--- src/rtl/mips_multicycle_control_pkg.sv ---
// Shared encodings for the multicycle MIPS control path: FSM states, opcodes,
// ALUOp / ALUSrcB / PCSource codes and the control-vector payload.
package mips_mc_pkg;

    localparam int unsigned STATE_W = 4;

    typedef enum logic [STATE_W-1:0] {
        S_FETCH     = STATE_W'(0),
        S_DECODE    = STATE_W'(1),
        S_MEM_ADDR  = STATE_W'(2),
        S_MEM_READ  = STATE_W'(3),
        S_MEM_WB    = STATE_W'(4),
        S_MEM_WRITE = STATE_W'(5),
        S_R_EXEC    = STATE_W'(6),
        S_R_WB      = STATE_W'(7),
        S_BRANCH    = STATE_W'(8),
        S_JUMP      = STATE_W'(9),
        S_I_EXEC    = STATE_W'(10),
        S_I_WB      = STATE_W'(11)
    } state_e;

    localparam logic [5:0] OP_RTYPE = 6'h00;
    localparam logic [5:0] OP_J     = 6'h02;
    localparam logic [5:0] OP_BEQ   = 6'h04;
    localparam logic [5:0] OP_BNE   = 6'h05;
    localparam logic [5:0] OP_ADDI  = 6'h08;
    localparam logic [5:0] OP_ORI   = 6'h0D;
    localparam logic [5:0] OP_LW    = 6'h23;
    localparam logic [5:0] OP_SW    = 6'h2B;

    localparam logic [5:0] FUNCT_SLL = 6'h00;
    localparam logic [5:0] FUNCT_SRL = 6'h02;

    localparam logic [2:0] ALUOP_ADD   = 3'b000;
    localparam logic [2:0] ALUOP_SUB   = 3'b001;
    localparam logic [2:0] ALUOP_FUNCT = 3'b010;
    localparam logic [2:0] ALUOP_OR    = 3'b011;

    localparam logic [1:0] SRCB_RT     = 2'd0;
    localparam logic [1:0] SRCB_FOUR   = 2'd1;
    localparam logic [1:0] SRCB_IMM    = 2'd2;
    localparam logic [1:0] SRCB_IMM_SH = 2'd3;

    localparam logic [1:0] PCSRC_ALU    = 2'd0;
    localparam logic [1:0] PCSRC_ALUOUT = 2'd1;
    localparam logic [1:0] PCSRC_JUMP   = 2'd2;

    typedef struct packed {
        logic       pc_write;
        logic       i_or_d;
        logic       mem_read;
        logic       mem_write;
        logic       ir_write;
        logic       mem_to_reg;
        logic       reg_dst;
        logic       reg_write;
        logic       alu_src_a;
        logic [1:0] alu_src_b;
        logic [2:0] alu_op;
        logic [1:0] pc_source;
        logic       shamt_sel;
        logic       illegal_op;
    } ctrl_t;

    // States whose exit completes (retires) an instruction
    function automatic logic is_final(state_e s);
        case (s)
            S_R_WB, S_I_WB, S_MEM_WB, S_MEM_WRITE, S_BRANCH, S_JUMP: return 1'b1;
            default:                                                 return 1'b0;
        endcase
    endfunction

endpackage

--- src/rtl/mips_multicycle_control_if.sv ---
// Control <-> datapath signal bundle: IR fields and flags in, enables and selects out.
interface mips_multicycle_control_if #(parameter int unsigned CNT_W = 32);

    logic [5:0]       op;
    logic [5:0]       funct;
    logic             zero;
    logic             mem_ready;
    logic             pc_write;
    logic             i_or_d;
    logic             mem_read;
    logic             mem_write;
    logic             ir_write;
    logic             mem_to_reg;
    logic             reg_dst;
    logic             reg_write;
    logic             alu_src_a;
    logic [1:0]       alu_src_b;
    logic [2:0]       alu_op;
    logic [1:0]       pc_source;
    logic             shamt_sel;
    logic             illegal_op;
    logic [CNT_W-1:0] retired_cnt;

    modport master (
        input  op, funct, zero, mem_ready,
        output pc_write, i_or_d, mem_read, mem_write, ir_write, mem_to_reg,
               reg_dst, reg_write, alu_src_a, alu_src_b, alu_op, pc_source,
               shamt_sel, illegal_op, retired_cnt
    );

    modport slave (
        output op, funct, zero, mem_ready,
        input  pc_write, i_or_d, mem_read, mem_write, ir_write, mem_to_reg,
               reg_dst, reg_write, alu_src_a, alu_src_b, alu_op, pc_source,
               shamt_sel, illegal_op, retired_cnt
    );

endinterface

--- src/rtl/mips_mc_output_decode.sv ---
// Moore output decode: current state (plus IR op/funct and ALU zero) -> control vector.
// Unused state encodings decode to an all-zero vector.
module mips_mc_output_decode
    import mips_mc_pkg::*;
(
    input  state_e     state_i,
    input  logic [5:0] op_i,
    input  logic [5:0] funct_i,
    input  logic       zero_i,
    input  logic       mem_ok_i,
    output ctrl_t      ctrl_o
);

    always_comb begin
        ctrl_o = '0;
        case (state_i)
            S_FETCH: begin
                ctrl_o.mem_read  = 1'b1;
                ctrl_o.ir_write  = mem_ok_i;
                ctrl_o.pc_write  = mem_ok_i;
                ctrl_o.alu_src_b = SRCB_FOUR;
                ctrl_o.alu_op    = ALUOP_ADD;
                ctrl_o.pc_source = PCSRC_ALU;
            end
            S_DECODE: begin
                ctrl_o.alu_src_b = SRCB_IMM_SH;
                ctrl_o.alu_op    = ALUOP_ADD;
                case (op_i)
                    OP_RTYPE, OP_ADDI, OP_ORI, OP_LW, OP_SW,
                    OP_BEQ, OP_BNE, OP_J: ctrl_o.illegal_op = 1'b0;
                    default:              ctrl_o.illegal_op = 1'b1;
                endcase
            end
            S_R_EXEC: begin
                ctrl_o.alu_src_a = 1'b1;
                ctrl_o.alu_src_b = SRCB_RT;
                ctrl_o.alu_op    = ALUOP_FUNCT;
                ctrl_o.shamt_sel = (funct_i == FUNCT_SLL) || (funct_i == FUNCT_SRL);
            end
            S_R_WB: begin
                ctrl_o.reg_dst   = 1'b1;
                ctrl_o.reg_write = 1'b1;
            end
            S_I_EXEC: begin
                ctrl_o.alu_src_a = 1'b1;
                ctrl_o.alu_src_b = SRCB_IMM;
                ctrl_o.alu_op    = (op_i == OP_ORI) ? ALUOP_OR : ALUOP_ADD;
            end
            S_I_WB: begin
                ctrl_o.reg_write = 1'b1;
            end
            S_MEM_ADDR: begin
                ctrl_o.alu_src_a = 1'b1;
                ctrl_o.alu_src_b = SRCB_IMM;
                ctrl_o.alu_op    = ALUOP_ADD;
            end
            S_MEM_READ: begin
                ctrl_o.i_or_d   = 1'b1;
                ctrl_o.mem_read = 1'b1;
            end
            S_MEM_WRITE: begin
                ctrl_o.i_or_d    = 1'b1;
                ctrl_o.mem_write = 1'b1;
            end
            S_MEM_WB: begin
                ctrl_o.mem_to_reg = 1'b1;
                ctrl_o.reg_write  = 1'b1;
            end
            // beq/bne resolved here so the PC only loads on a taken branch
            S_BRANCH: begin
                ctrl_o.alu_src_a = 1'b1;
                ctrl_o.alu_src_b = SRCB_RT;
                ctrl_o.alu_op    = ALUOP_SUB;
                ctrl_o.pc_source = PCSRC_ALUOUT;
                ctrl_o.pc_write  = ((op_i == OP_BEQ) &&  zero_i) ||
                                   ((op_i == OP_BNE) && !zero_i);
            end
            S_JUMP: begin
                ctrl_o.pc_source = PCSRC_JUMP;
                ctrl_o.pc_write  = 1'b1;
            end
            default: ctrl_o = '0;
        endcase
    end

endmodule

--- src/rtl/mips_multicycle_control.sv ---
// Multicycle MIPS control FSM: state register, dispatch, memory-wait hold and retired counter.
// Optional MC_MEM_WAIT_EN: FETCH/MEM_READ/MEM_WRITE hold while mem_ready is low.
module mips_multicycle_control
    import mips_mc_pkg::*;
#(
    parameter int unsigned CNT_W = 32
) (
    input  logic                       clk,
    input  logic                       reset,
    mips_multicycle_control_if.master  bus
);

    state_e           state_q, state_d;
    logic [CNT_W-1:0] cnt_q, cnt_d;
    logic             mem_ok;
    ctrl_t            ctrl;

`ifdef MC_MEM_WAIT_EN
    assign mem_ok = bus.mem_ready;
`else
    logic unused_mem_ready;
    assign unused_mem_ready = bus.mem_ready;
    assign mem_ok           = 1'b1;
`endif

    always_ff @(posedge clk or negedge reset) begin
        if (!reset) begin
            state_q <= S_FETCH;
            cnt_q   <= '0;
        end else begin
            state_q <= state_d;
            cnt_q   <= cnt_d;
        end
    end

    always_comb begin
        state_d = state_q;
        cnt_d   = cnt_q;
        case (state_q)
            S_FETCH:     state_d = mem_ok ? S_DECODE : S_FETCH;
            S_DECODE: begin
                case (bus.op)
                    OP_RTYPE:        state_d = S_R_EXEC;
                    OP_ADDI, OP_ORI: state_d = S_I_EXEC;
                    OP_LW, OP_SW:    state_d = S_MEM_ADDR;
                    OP_BEQ, OP_BNE:  state_d = S_BRANCH;
                    OP_J:            state_d = S_JUMP;
                    default:         state_d = S_FETCH;
                endcase
            end
            S_R_EXEC:    state_d = S_R_WB;
            S_I_EXEC:    state_d = S_I_WB;
            S_MEM_ADDR:  state_d = (bus.op == OP_SW) ? S_MEM_WRITE : S_MEM_READ;
            S_MEM_READ:  state_d = mem_ok ? S_MEM_WB : S_MEM_READ;
            S_MEM_WRITE: state_d = mem_ok ? S_FETCH : S_MEM_WRITE;
            S_R_WB, S_I_WB, S_MEM_WB, S_BRANCH, S_JUMP: state_d = S_FETCH;
            default:     state_d = S_FETCH;
        endcase
        // Count on exit from a completing state; wraps freely
        if (is_final(state_q) && (state_d != state_q)) begin
            cnt_d = cnt_q + CNT_W'(1);
        end
    end

    mips_mc_output_decode u_decode (
        .state_i  (state_q),
        .op_i     (bus.op),
        .funct_i  (bus.funct),
        .zero_i   (bus.zero),
        .mem_ok_i (mem_ok),
        .ctrl_o   (ctrl)
    );

    // Strobes are forced low for the whole time reset is asserted
    assign bus.pc_write    = ctrl.pc_write  & reset;
    assign bus.ir_write    = ctrl.ir_write  & reset;
    assign bus.mem_read    = ctrl.mem_read  & reset;
    assign bus.mem_write   = ctrl.mem_write & reset;
    assign bus.reg_write   = ctrl.reg_write & reset;
    assign bus.i_or_d      = ctrl.i_or_d;
    assign bus.mem_to_reg  = ctrl.mem_to_reg;
    assign bus.reg_dst     = ctrl.reg_dst;
    assign bus.alu_src_a   = ctrl.alu_src_a;
    assign bus.alu_src_b   = ctrl.alu_src_b;
    assign bus.alu_op      = ctrl.alu_op;
    assign bus.pc_source   = ctrl.pc_source;
    assign bus.shamt_sel   = ctrl.shamt_sel;
    assign bus.illegal_op  = ctrl.illegal_op;
    assign bus.retired_cnt = cnt_q;

endmodule

--- src/flat_wrapper.sv ---
// flat-port wrapper written by rule: the top's interface ports become plain ports
module mips_multicycle_control_flat import mips_mc_pkg::*;
#(
    parameter int unsigned CNT_W = 32
)
  (clk, reset, bus_op, bus_funct, bus_zero, bus_mem_ready, bus_pc_write, bus_i_or_d, bus_mem_read, bus_mem_write, bus_ir_write, bus_mem_to_reg, bus_reg_dst, bus_reg_write, bus_alu_src_a, bus_alu_src_b, bus_alu_op, bus_pc_source, bus_shamt_sel, bus_illegal_op, bus_retired_cnt);
  mips_multicycle_control_if #(.CNT_W(CNT_W)) bus_i ();
  input  logic clk;
  input  logic reset;
  input wire logic [$bits(bus_i.op)-1:0] bus_op;
  input wire logic [$bits(bus_i.funct)-1:0] bus_funct;
  input wire logic [$bits(bus_i.zero)-1:0] bus_zero;
  input wire logic [$bits(bus_i.mem_ready)-1:0] bus_mem_ready;
  output wire logic [$bits(bus_i.pc_write)-1:0] bus_pc_write;
  output wire logic [$bits(bus_i.i_or_d)-1:0] bus_i_or_d;
  output wire logic [$bits(bus_i.mem_read)-1:0] bus_mem_read;
  output wire logic [$bits(bus_i.mem_write)-1:0] bus_mem_write;
  output wire logic [$bits(bus_i.ir_write)-1:0] bus_ir_write;
  output wire logic [$bits(bus_i.mem_to_reg)-1:0] bus_mem_to_reg;
  output wire logic [$bits(bus_i.reg_dst)-1:0] bus_reg_dst;
  output wire logic [$bits(bus_i.reg_write)-1:0] bus_reg_write;
  output wire logic [$bits(bus_i.alu_src_a)-1:0] bus_alu_src_a;
  output wire logic [$bits(bus_i.alu_src_b)-1:0] bus_alu_src_b;
  output wire logic [$bits(bus_i.alu_op)-1:0] bus_alu_op;
  output wire logic [$bits(bus_i.pc_source)-1:0] bus_pc_source;
  output wire logic [$bits(bus_i.shamt_sel)-1:0] bus_shamt_sel;
  output wire logic [$bits(bus_i.illegal_op)-1:0] bus_illegal_op;
  output wire logic [$bits(bus_i.retired_cnt)-1:0] bus_retired_cnt;
  assign bus_i.op = bus_op;
  assign bus_i.funct = bus_funct;
  assign bus_i.zero = bus_zero;
  assign bus_i.mem_ready = bus_mem_ready;
  assign bus_pc_write = bus_i.pc_write;
  assign bus_i_or_d = bus_i.i_or_d;
  assign bus_mem_read = bus_i.mem_read;
  assign bus_mem_write = bus_i.mem_write;
  assign bus_ir_write = bus_i.ir_write;
  assign bus_mem_to_reg = bus_i.mem_to_reg;
  assign bus_reg_dst = bus_i.reg_dst;
  assign bus_reg_write = bus_i.reg_write;
  assign bus_alu_src_a = bus_i.alu_src_a;
  assign bus_alu_src_b = bus_i.alu_src_b;
  assign bus_alu_op = bus_i.alu_op;
  assign bus_pc_source = bus_i.pc_source;
  assign bus_shamt_sel = bus_i.shamt_sel;
  assign bus_illegal_op = bus_i.illegal_op;
  assign bus_retired_cnt = bus_i.retired_cnt;
  mips_multicycle_control #(.CNT_W(CNT_W)) u_core (.clk(clk), .reset(reset), .bus(bus_i));
endmodule
--- config.mk ---
export PLATFORM = sky130hd
export DESIGN_NAME = mips_multicycle_control_flat
export DESIGN_NICKNAME = d
export VERILOG_FILES = /design/src/rtl/mips_multicycle_control_pkg.sv /design/src/rtl/mips_multicycle_control_if.sv /design/src/rtl/mips_mc_output_decode.sv /design/src/rtl/mips_multicycle_control.sv /design/src/flat_wrapper.sv
export SDC_FILE = /design/constraint.sdc
export NUM_CORES = 1
export LEC_CHECK = 0
export ABC_CLOCK_PERIOD_IN_PS = 3650
export CORE_ASPECT_RATIO = 0.75
export CORE_UTILIZATION = 30
export CTS_CLUSTER_SIZE = 8
export DETAILED_ROUTE_END_ITERATION = 10
export PLACE_DENSITY_LB_ADDON = 0.05
export SETUP_SLACK_MARGIN = 0.1
export SLEW_MARGIN = 20
export SYNTH_ARGS = -nofsm -noshare
export SYNTH_HDL_FRONTEND = slang
export SYNTH_SLANG_ARGS = --single-unit
--- constraint.sdc ---
create_clock -name clk -period 3.65 [get_ports clk]
set_input_delay 0.73 -clock clk [delete_from_list [all_inputs] [get_ports clk]]
set_output_delay 0.73 -clock clk [all_outputs]
set_load 0.05 [all_outputs]
### Word level (Yosys, flattened, before mapping)

Index checks and enable logic that the tools add are counted.
W data, S select, Z words.

* latch bits: 0
* RAM bits: 0
* memories kept: 0
* input port bits: 16
* word-level logic and storage cells: 66
* output and inout bits: 50
* bits in registers: 36
* bits in read-only memories: 0

* eq/ne operators: 20
* multipliers: 0
* bitwise gates (word level): 5
* muxes and demuxes: 19
* reduce and logical (&&, ||, !) cells: 19
* magnitude comparators: 0
* shift operators: 0
* div/mod/pow operators: 0
* add/subtract/negate cells: 1

Operators by type and width (number)
* $add A32 B1 Y32 const B: 1
* $pmux W5 S6: 1
* $pmux W4 S6: 1
* $pmux W4 S5: 1
* $eq A4 B3 Y1 const B: 4
* $eq A4 B4 Y1 const B: 4
* $eq A6 B2 Y1 const B: 2
* $eq A6 B3 Y1 const B: 2
* $eq A6 B4 Y1 const B: 2
* $eq A6 B6 Y1 const B: 2
* $logic_not A6 Y1: 2
* $mux W1: 12
* $reduce_or A2 Y1: 6
* $eq A4 B2 Y1 const B: 2
* $reduce_or A8 Y1: 1
* $reduce_or A6 Y1: 1
* $and A1 B1 Y1: 5
* $eq A4 B1 Y1 const B: 1
* $logic_not A4 Y1: 1
* $ne A4 B4 Y1: 1
* $pmux W2 S2: 1
* $reduce_or A4 Y1: 1
* $logic_and A1 B1 Y1: 3
* $mux W3: 1
* 5 further kinds: 6

### Longest topological paths before layout

Gate-level depths: netlist of the first run.

* depth after elaboration: 6
* mapped depth: 6
* gate-level depth less buffers: 6

### By module

Synthesis of the first run repeated with hierarchy kept, for this count alone.

* cell total of the unflattened synthesis: 222
* area, all modules: 2170.8 um2

By module, submodules not included
* mips_multicycle_control: cells each 174, area an instance 1825.5 um2, instances 1, seq. area each 900.9 um2
* mips_mc_output_decode: cells each 48, area an instance 345.3 um2, instances 1, seq. area each 0.0 um2

### Least setup slack after synthesis of the first run

OpenSTA, ideal clock, no wires.

* kind: input to output
* from: in bus_op[1]
* to: out bus_illegal_op
* arrival: 3642 ps
* path buffers: 1
* stages: 4
* setup slack: -722 ps
* data required time: 2920 ps
* cells stage by stage: clkbuf_1 -> nand2b_1 -> nand2_1 -> a2111oi_0

* word-level cells in the longest chain between the ends: 4
* elaborated cells on any way between the ends: 11
* classes of those cells: 7 x eq/ne; 2 x mux; 2 x reduce/logical

RTL lines
* start, declared: line flat_wrapper.sv:10 `input wire logic [$bits(bus_i.op)-1:0] bus_op;`
* $eq A6 B4 Y1, or another cell as far along: line mips_mc_output_decode.sv:28 `case (op_i)`
* $reduce_or A8 Y1 *: line mips_mc_output_decode.sv:28
* $mux W1 *: line mips_mc_output_decode.sv:28
* $mux W1 *: line mips_mc_output_decode.sv:16 `case (state_i)`
* end, declared: line flat_wrapper.sv:27 `output wire logic [$bits(bus_i.illegal_op)-1:0] bus_illegal_op;`

Mark *: on every way between the ends. The rest lies on a longest branch, timed or not.

### Final worst setup path of the first run

* from: in bus_op[1]
* to: out bus_alu_op[0]

* word-level cells in the longest chain between the ends: 3

RTL lines
* $eq A6 B4 Y1: line mips_mc_output_decode.sv:47 `ctrl_o.alu_op = (op_i == OP_ORI) ? ALUOP_OR : ALUOP_ADD;`
* $mux W2: line mips_mc_output_decode.sv:47
* $pmux W5 S6: line mips_mc_output_decode.sv:16
* end, declared: line flat_wrapper.sv:24 `output wire logic [$bits(bus_i.alu_op)-1:0] bus_alu_op;`

Every way passes these cells.

==> results of run 1 <==
[sequential cells by signal, indices dropped and copies added, names as in the netlist]
signal	cells
u_core.bus.retired_cnt	32
u_core.state_q	4
[per-layer routing]
layer	up-vias	share of wire
li1	841	-
met1	782	0.52
met2	50	0.43
met3	4	0.046
met4	0	0.0086
met5	-	0
[cells by family (layout without fill, tap and decap cells)]
family	count (synthesis)	in the layout
AND/OR/NAND/NOR	106	106
flip-flops	36	36
XOR/XNOR	35	35
AO/OA/AOI/OAI	17	17
buffers and inverters	12	75
adder cells (fa/ha/maj)	1	1
other	1	1
multiplexers	1	1
[Yosys cell counts (all sizes together) (3+ instances only)]
cell / number
dfrtp: 36
nand2: 25
nor2: 24
xnor2: 24
nor3: 11
xor2: 11
nand3: 10
nand4: 8
a21oi: 7
and3: 6
inv: 5
nand2b: 5
clkbuf: 4
buf: 3
nor4: 3
or4: 3
[worst max-delay path by stage]
stage                     startpoint            end  slack [ns]  depth (start not counted)
after global placement     bus_op[1]  bus_alu_op[0]        0.31                          5
after floorplan            bus_op[1]  bus_alu_op[0]        0.14                          4
after CTS                  bus_op[1]  bus_alu_op[0]        0.32                          5
final                      bus_op[1]  bus_alu_op[0]        0.31                          5
after global routing       bus_op[1]  bus_alu_op[0]        0.20                          5
after detailed placement   bus_op[1]  bus_alu_op[0]        0.33                          5
[where the power goes]
| group | leakage, nW | internal, mW | total [mW] | switching, mW |
|---|---|---|---|---|
| Combinational | 0.642 | 0.189 | 0.531 | 0.342 |
| Sequential | 0.495 | 0.429 | 0.489 | 0.0599 |
| Clock | 0.0410 | 0.130 | 0.271 | 0.141 |
| Total | 1.18 | 0.748 | 1.29 | 0.543 |
[worst max-delay path, cell delays in order]
cell and delay (ns):
sky130_fd_sc_hd__clkdlybuf4s50_1 0.53, sky130_fd_sc_hd__nand2b_1 0.25, sky130_fd_sc_hd__or4_1 0.51, sky130_fd_sc_hd__a211oi_1 0.40, sky130_fd_sc_hd__buf_12 0.19
[through the flow]
stage                     cell area, sq um  std cells  power (mW)  hold WS, ns
after floorplan                       2000        209       0.839        0.434
after global placement                2710        346        1.03        0.461
after detailed placement              2710        346        1.03        0.461
after CTS                             2780        353        1.30        0.287
after global routing                  2780        353        1.36        0.286
final                                 2780        353        1.29        0.293
[area by class of cell]
| cell class | count | area [sq um] | share of cell area |
|---|---|---|---|
| multi-input combinational | 161 | 1040 | 0.374 |
| sequential | 36 | 901 | 0.324 |
| timing repair buffer | 63 | 643 | 0.231 |
| tap | 81 | 101 | 0.0364 |
| clock buffer | 6 | 72.6 | 0.0261 |
| inverter | 5 | 18.8 | 0.00674 |
| clock inverter | 1 | 5.00 | 0.00180 |
==> results.sh, run 1 <==
export IMPL_synthesis_nets=226
export IMPL_detailedPlacementHpwl_microns=3710
export IMPL_final_setup_viol_count=0
export IMPL_cell_variety_after_synth=44
export IMPL_asyncSetResetFlopFracSynth=1.00
export IMPL_area_growth_syn_to_fin_pct=39.6
export IMPL_detailedRoute_firstPassIterationCount=4
export IMPL_pin_slew_with_the_least_headroom_to_its_limit_ns=0.515
export IMPL_grt_util_met1=0.234
export IMPL_grt_max_degree=33
export IMPL_drcViolationCount=0
export IMPL_grt_busiest_layer="met1"
export IMPL_final_layout_size_suffix_gt1_frac=0.103
export IMPL_synthTopCellsByArea="sky130_fd_sc_hd__dfrtp_1 (45%), sky130_fd_sc_hd__xnor2_1 (11%), sky130_fd_sc_hd__nand2_1 (4.5%)"
export IMPL_timing_critical_path_to_type="primary output"
export IMPL_timing_reg2reg_worst_path_depth=5
export IMPL_wl_per_cell_microns=13.8
export IMPL_biggest_area_consumer_among_synthesized_cells="sky130_fd_sc_hd__dfrtp_1"
export IMPL_grt_pass1_wl_microns=8080
export IMPL_grt_overflow_total=0
export IMPL_insertion_delay_ns=0.29
export IMPL_cap_violations=0
export IMPL_ys_warn_count=0
export IMPL_rows=25
export IMPL_clkSlewWorstSetupHoldPaths_ns=0.07
export IMPL_layout_nets=289
export IMPL_buffer_ports_inserted=62
export IMPL_clock_tree_htree_level_count=2
export IMPL_final_hold_viol_count=0
export IMPL_power_density_nw_per_um2=464
export IMPL_main_combinational_cell_family_by_area_after_synthesis="simple AND/OR/NAND/NOR gates"
export IMPL_overall_via_count_from_detail_route=1677
export IMPL_post_synth_inst_count=209
export IMPL_timing_setup_tns_ns=0
export IMPL_r2r_end="u_core.bus.retired_cnt[22]"
export IMPL_dr_first_iter_drc_count=39
export IMPL_synth_mux_area_fraction=0.00565
export IMPL_synthSimpleGateAreaFrac=0.295
export IMPL_initial_core_util=0.314
export IMPL_synth_enable_flop_cells=0
export IMPL_clk_path_buf_depth=2
export IMPL_syn_area_sq_um=1990
export IMPL_post_synth_top_area_fraction=0.452
export IMPL_place_ws_ns=0.326
export IMPL_die_y_microns=72.6
export IMPL_r2r_setup_slack_ns=1.71
export IMPL_synth_seq_cells=36
export IMPL_lkg_pwr_nw=1.18
export IMPL_worst_ep_arrival_time_ns=2.61
export IMPL_synth_xor_area_share=0.157
export IMPL_postSynthAreaPerCell_sq_um=9.54
export IMPL_period_needed_ns=3.34
export IMPL_grt_setup_unrepaired="no"
export IMPL_tritoncts_num_buffers=5
export IMPL_final_util=0.438
export IMPL_mostFrequentLayoutCells="sky130_fd_sc_hd__clkdlybuf4s50_1 (54), sky130_fd_sc_hd__dfrtp_1 (36), sky130_fd_sc_hd__nor2_1 (24), sky130_fd_sc_hd__nand2_1 (24), sky130_fd_sc_hd__xnor2_1 (24)"
export IMPL_antenna_left=0
export IMPL_antenna_found_initial=0
export IMPL_synth_compound_area_frac=0.0533
export IMPL_routed_wirelength_microns=4860
export IMPL_clock_tree_from_tritoncts="done"
export IMPL_min_path_type="input pin to asynchronous set/reset pin"
export IMPL_peakVddDrop_uv=356
export IMPL_clock_tree_root_cell="sky130_fd_sc_hd__clkbuf_8"
export IMPL_synth_seq_area_share=0.452
export IMPL_critPathRequiredTime_ns=2.92
export IMPL_routabilityCongestion=0.804
export IMPL_layout_filler_cells=637
export IMPL_fmax_mhz=299
export IMPL_first_global_vias=1611
export IMPL_post_route_worst_setup_slack_ns=0.308
export IMPL_status="finished, final reports clean"
export IMPL_ys_flop_type="sky130_fd_sc_hd__dfrtp_1"
export IMPL_floorplan_io_pins=66
export IMPL_cts_setup_buffers=0
export IMPL_core_area_sq_um=6350
export IMPL_fp_dieW_microns=96.2
export IMPL_clock_skew_ns=0.00425
export IMPL_cts_sinks=36
export IMPL_insertedDiodeCount=0
export IMPL_design_die_area_sq_um=6980
export IMPL_postCtsResizedCells=0
export IMPL_postCtsHoldBufs=0
export IMPL_final_period_utilization=0.916
export IMPL_r2r_start="u_core.state_q[0]"
export IMPL_max_slew_margin_rel=0.655
export IMPL_synthAdderAreaFrac=0.00627
export IMPL_route_detailed_vias_per_inst=4.75
export IMPL_final_max_slew_violation_count=0
export IMPL_grtUsageMet2=0.212
export IMPL_cp_start_kind="input pin"
export IMPL_crit_path_max_fanout=7
export IMPL_layout_commonest_cell="sky130_fd_sc_hd__clkdlybuf4s50_1"
export IMPL_gr_usage_met3=0.0375
export IMPL_tot_gr_track_use=0.154
export IMPL_timing_setup_critical_path_class="input pin to primary output"
(Power assumes the default switching activity.)
==> run 2, diff against run 1 <==
--- a/config.mk
+++ b/config.mk
@@ -7,7 +7,8 @@
 export LEC_CHECK = 0
 export ABC_CLOCK_PERIOD_IN_PS = 3650
 export CORE_ASPECT_RATIO = 0.75
-export CORE_UTILIZATION = 30
+export CORE_MARGIN = 5
+export CORE_UTILIZATION = 45
 export CTS_CLUSTER_SIZE = 8
 export DETAILED_ROUTE_END_ITERATION = 10
 export PLACE_DENSITY_LB_ADDON = 0.05
==> run 2 against run 1 <==
Net effect:
- non-clock buffer count up 1
- clock power up 38%
- first-iteration DRC count up 120%
- clock skew up 0.0037 ns
- routed wire length down 7.8%
- worst setup slack better by 0.080 ns
- cell area up 0.49%
- combinational power down 4%
- sequential share of layout area down 0.16 points
- cell count down 6.2%
- global-route usage up 1.2 points
- fmax up 2.4%
- largest cell class unchanged
==> results.sh, run 2 (same netlist as run 1, synthesis figures left out) <==
export IMPL_layout_nets=290
export IMPL_final_layout_size_suffix_gt1_frac=0.113
export IMPL_antenna_left=0
export IMPL_final_setup_viol_count=0
export IMPL_multiInputGateArea_sq_um=1040
export IMPL_core_area_sq_um=4360
export IMPL_tritoncts_num_buffers=5
export IMPL_detailedPlacementHpwl_microns=3550
export IMPL_routed_met2_length_microns=1820
export IMPL_timing_setup_tns_ns=0
export IMPL_cts_setup_buffers=0
export IMPL_pin_slew_with_the_least_headroom_to_its_limit_ns=0.514
export IMPL_dr_first_iter_drc_count=87
export IMPL_cts_sinks=36
export IMPL_worst_ep_arrival_time_ns=2.53
export IMPL_grt_pass1_wl_microns=7640
export IMPL_highest_signal_layer="met4"
export IMPL_critical_path_max_stage_delay_ns=0.54
export IMPL_insertedDiodeCount=0
export IMPL_overall_via_count_from_detail_route=1702
export IMPL_max_slew_margin_rel=0.655
export IMPL_buffer_ports_inserted=62
export IMPL_critPathRequiredTime_ns=2.92
export IMPL_period_needed_ns=3.26
export IMPL_tot_gr_track_use=0.167
export IMPL_peakVddDrop_uv=329
export IMPL_insertion_delay_ns=0.28
export IMPL_grt_overflow_total=0
export IMPL_routed_wirelength_microns=4490
export IMPL_fmax_mhz=307
export IMPL_status="finished, final reports clean"
export IMPL_routabilityCongestion=0.834
export IMPL_die_y_microns=67.7
export IMPL_register_area_sq_um=901
export IMPL_design_die_area_sq_um=5880
export IMPL_fin_total_pwr_mw=1.38
export IMPL_clock_tree_root_cell="sky130_fd_sc_hd__clkbuf_8"
export IMPL_mostFrequentLayoutCells="sky130_fd_sc_hd__clkdlybuf4s50_1 (54), sky130_fd_sc_hd__dfrtp_1 (36), sky130_fd_sc_hd__nor2_1 (24), sky130_fd_sc_hd__nand2_1 (24), sky130_fd_sc_hd__xnor2_1 (24)"
export IMPL_postCtsResizedCells=0
export IMPL_clock_skew_ns=0.00793
export IMPL_final_period_utilization=0.894
export IMPL_timing_setup_critical_path_class="input pin to primary output"
export IMPL_power_density_nw_per_um2=492
export IMPL_clock_tree_htree_level_count=2
export IMPL_whs_path_depth=1
export IMPL_timing_critical_path_to_type="primary output"
export IMPL_clock_tree_from_tritoncts="done"
export IMPL_grt_setup_unrepaired="no"
export IMPL_cp_top_family="buffers and inverters"
export IMPL_timing_critical_path_depth=5
export IMPL_initial_core_util=0.457
export IMPL_wl_met3_microns=338
export IMPL_timing_reg2reg_worst_path_depth=5
export IMPL_crit_path_max_fanout=5
export IMPL_cap_violations=0
export IMPL_cp_num_buf_inv=2
export IMPL_clk_path_buf_depth=2
export IMPL_layout_commonest_cell="sky130_fd_sc_hd__clkdlybuf4s50_1"
export IMPL_antenna_found_initial=0
export IMPL_slowest_library_cell_on_the_worst_path="sky130_fd_sc_hd__clkdlybuf4s50_1"
export IMPL_final_max_slew_violation_count=0
export IMPL_postCtsHoldBufs=0
export IMPL_fp_dieW_microns=86.9
export IMPL_rows=21
export IMPL_clkSlewWorstSetupHoldPaths_ns=0.07
export IMPL_post_route_worst_setup_slack_ns=0.388
export IMPL_grt_max_degree=39
export IMPL_wl_per_cell_microns=13.6
export IMPL_crit_path_cell_trace="clkdlybuf4s50_1 > nand2b_1 > or4_1 > a211oi_1 > buf_12"
export IMPL_lkg_pwr_nw=1.20
export IMPL_route_detailed_vias_per_inst=5.14
export IMPL_area_growth_syn_to_fin_pct=40.3
export IMPL_cp_start_kind="input pin"
export IMPL_first_global_vias=1587
export IMPL_route_layer_met1_wl_microns=2320
export IMPL_largest_register_ffs=32
export IMPL_place_ws_ns=0.393
export IMPL_layout_filler_cells=388
export IMPL_final_hold_viol_count=0
export IMPL_drcViolationCount=0
export IMPL_floorplan_io_pins=66
export IMPL_min_path_type="register to register"
export IMPL_detailedRoute_firstPassIterationCount=4
==> run 2: cell count changes in the layout (fill, tap and decap cells not counted), sizes merged <==
cell,previous run,this run
buf,9,10
bufinv,0,1
clkbuf,6,7
clkinv,1,0
==> run 2: layout make-up <==
class                      instances  share of cell area
clock buffer                       7              0.0344
clock inverter                     1              0.0107
inverter                           5             0.00671
multi-input combinational        161               0.373
sequential                        36               0.322
tap                               57              0.0255
timing repair buffer              64               0.228
==> run 2: routing by layer <==
metal | global-route usage | vias up
li1 | - | 839
met1 | 0.248 | 813
met2 | 0.234 | 48
met3 | 0.0549 | 2
met4 | 0.0350 | 0
met5 | 0 | -
==> run 2: power by group <==
group	switching, mW	total [mW]	internal (mW)
Combinational	0.337	0.512	0.175
Clock	0.134	0.375	0.241
Sequential	0.0606	0.490	0.429
==> run 2: path summary, 6_finish.rpt <==
check	start	to	slack, ns
max	bus_op[2]	bus_alu_op[0]	0.39
min	u_core.bus.retired_cnt[31]	u_core.bus.retired_cnt[31]	0.47
max reg2reg	u_core.state_q[1]	u_core.bus.retired_cnt[22]	1.78
min reg2reg	u_core.bus.retired_cnt[31]	u_core.bus.retired_cnt[31]	0.47
max in group asynchronous	reset	u_core.bus.retired_cnt[13]	2.75
min in group asynchronous	reset	u_core.bus.retired_cnt[7]	0.57
==> run 2: metrics by stage <==
step / instances / area, sq um / hold slack (ns) / util
global route: 331 / 2800 / 0.510 / 0.641
detailed placement: 323 / 2670 / 0.461 / 0.612
global placement: 323 / 2670 / 0.458 / 0.612
finish: 331 / 2800 / 0.470 / 0.641
floorplan: 209 / 2000 / 0.434 / -
CTS: 331 / 2800 / 0.471 / 0.641
==> run 2: worst reg2reg max path, cell delays in order, from the launching register on <==
cell,delay (ns)
sky130_fd_sc_hd__dfrtp_1,0.56
sky130_fd_sc_hd__nand2b_1,0.30
sky130_fd_sc_hd__nand2_2,0.13
sky130_fd_sc_hd__nor4_4,0.46
sky130_fd_sc_hd__nand4_1,0.16
sky130_fd_sc_hd__xnor2_1,0.15
==> run 3, diff against run 2 <==
--- a/config.mk
+++ b/config.mk
@@ -5,7 +5,6 @@
 export SDC_FILE = /design/constraint.sdc
 export NUM_CORES = 1
 export LEC_CHECK = 0
-export ABC_CLOCK_PERIOD_IN_PS = 3650
 export CORE_ASPECT_RATIO = 0.75
 export CORE_MARGIN = 5
 export CORE_UTILIZATION = 45
==> results of run 3 <==
Final layout, timing and power as in run 2 (identical DEF).
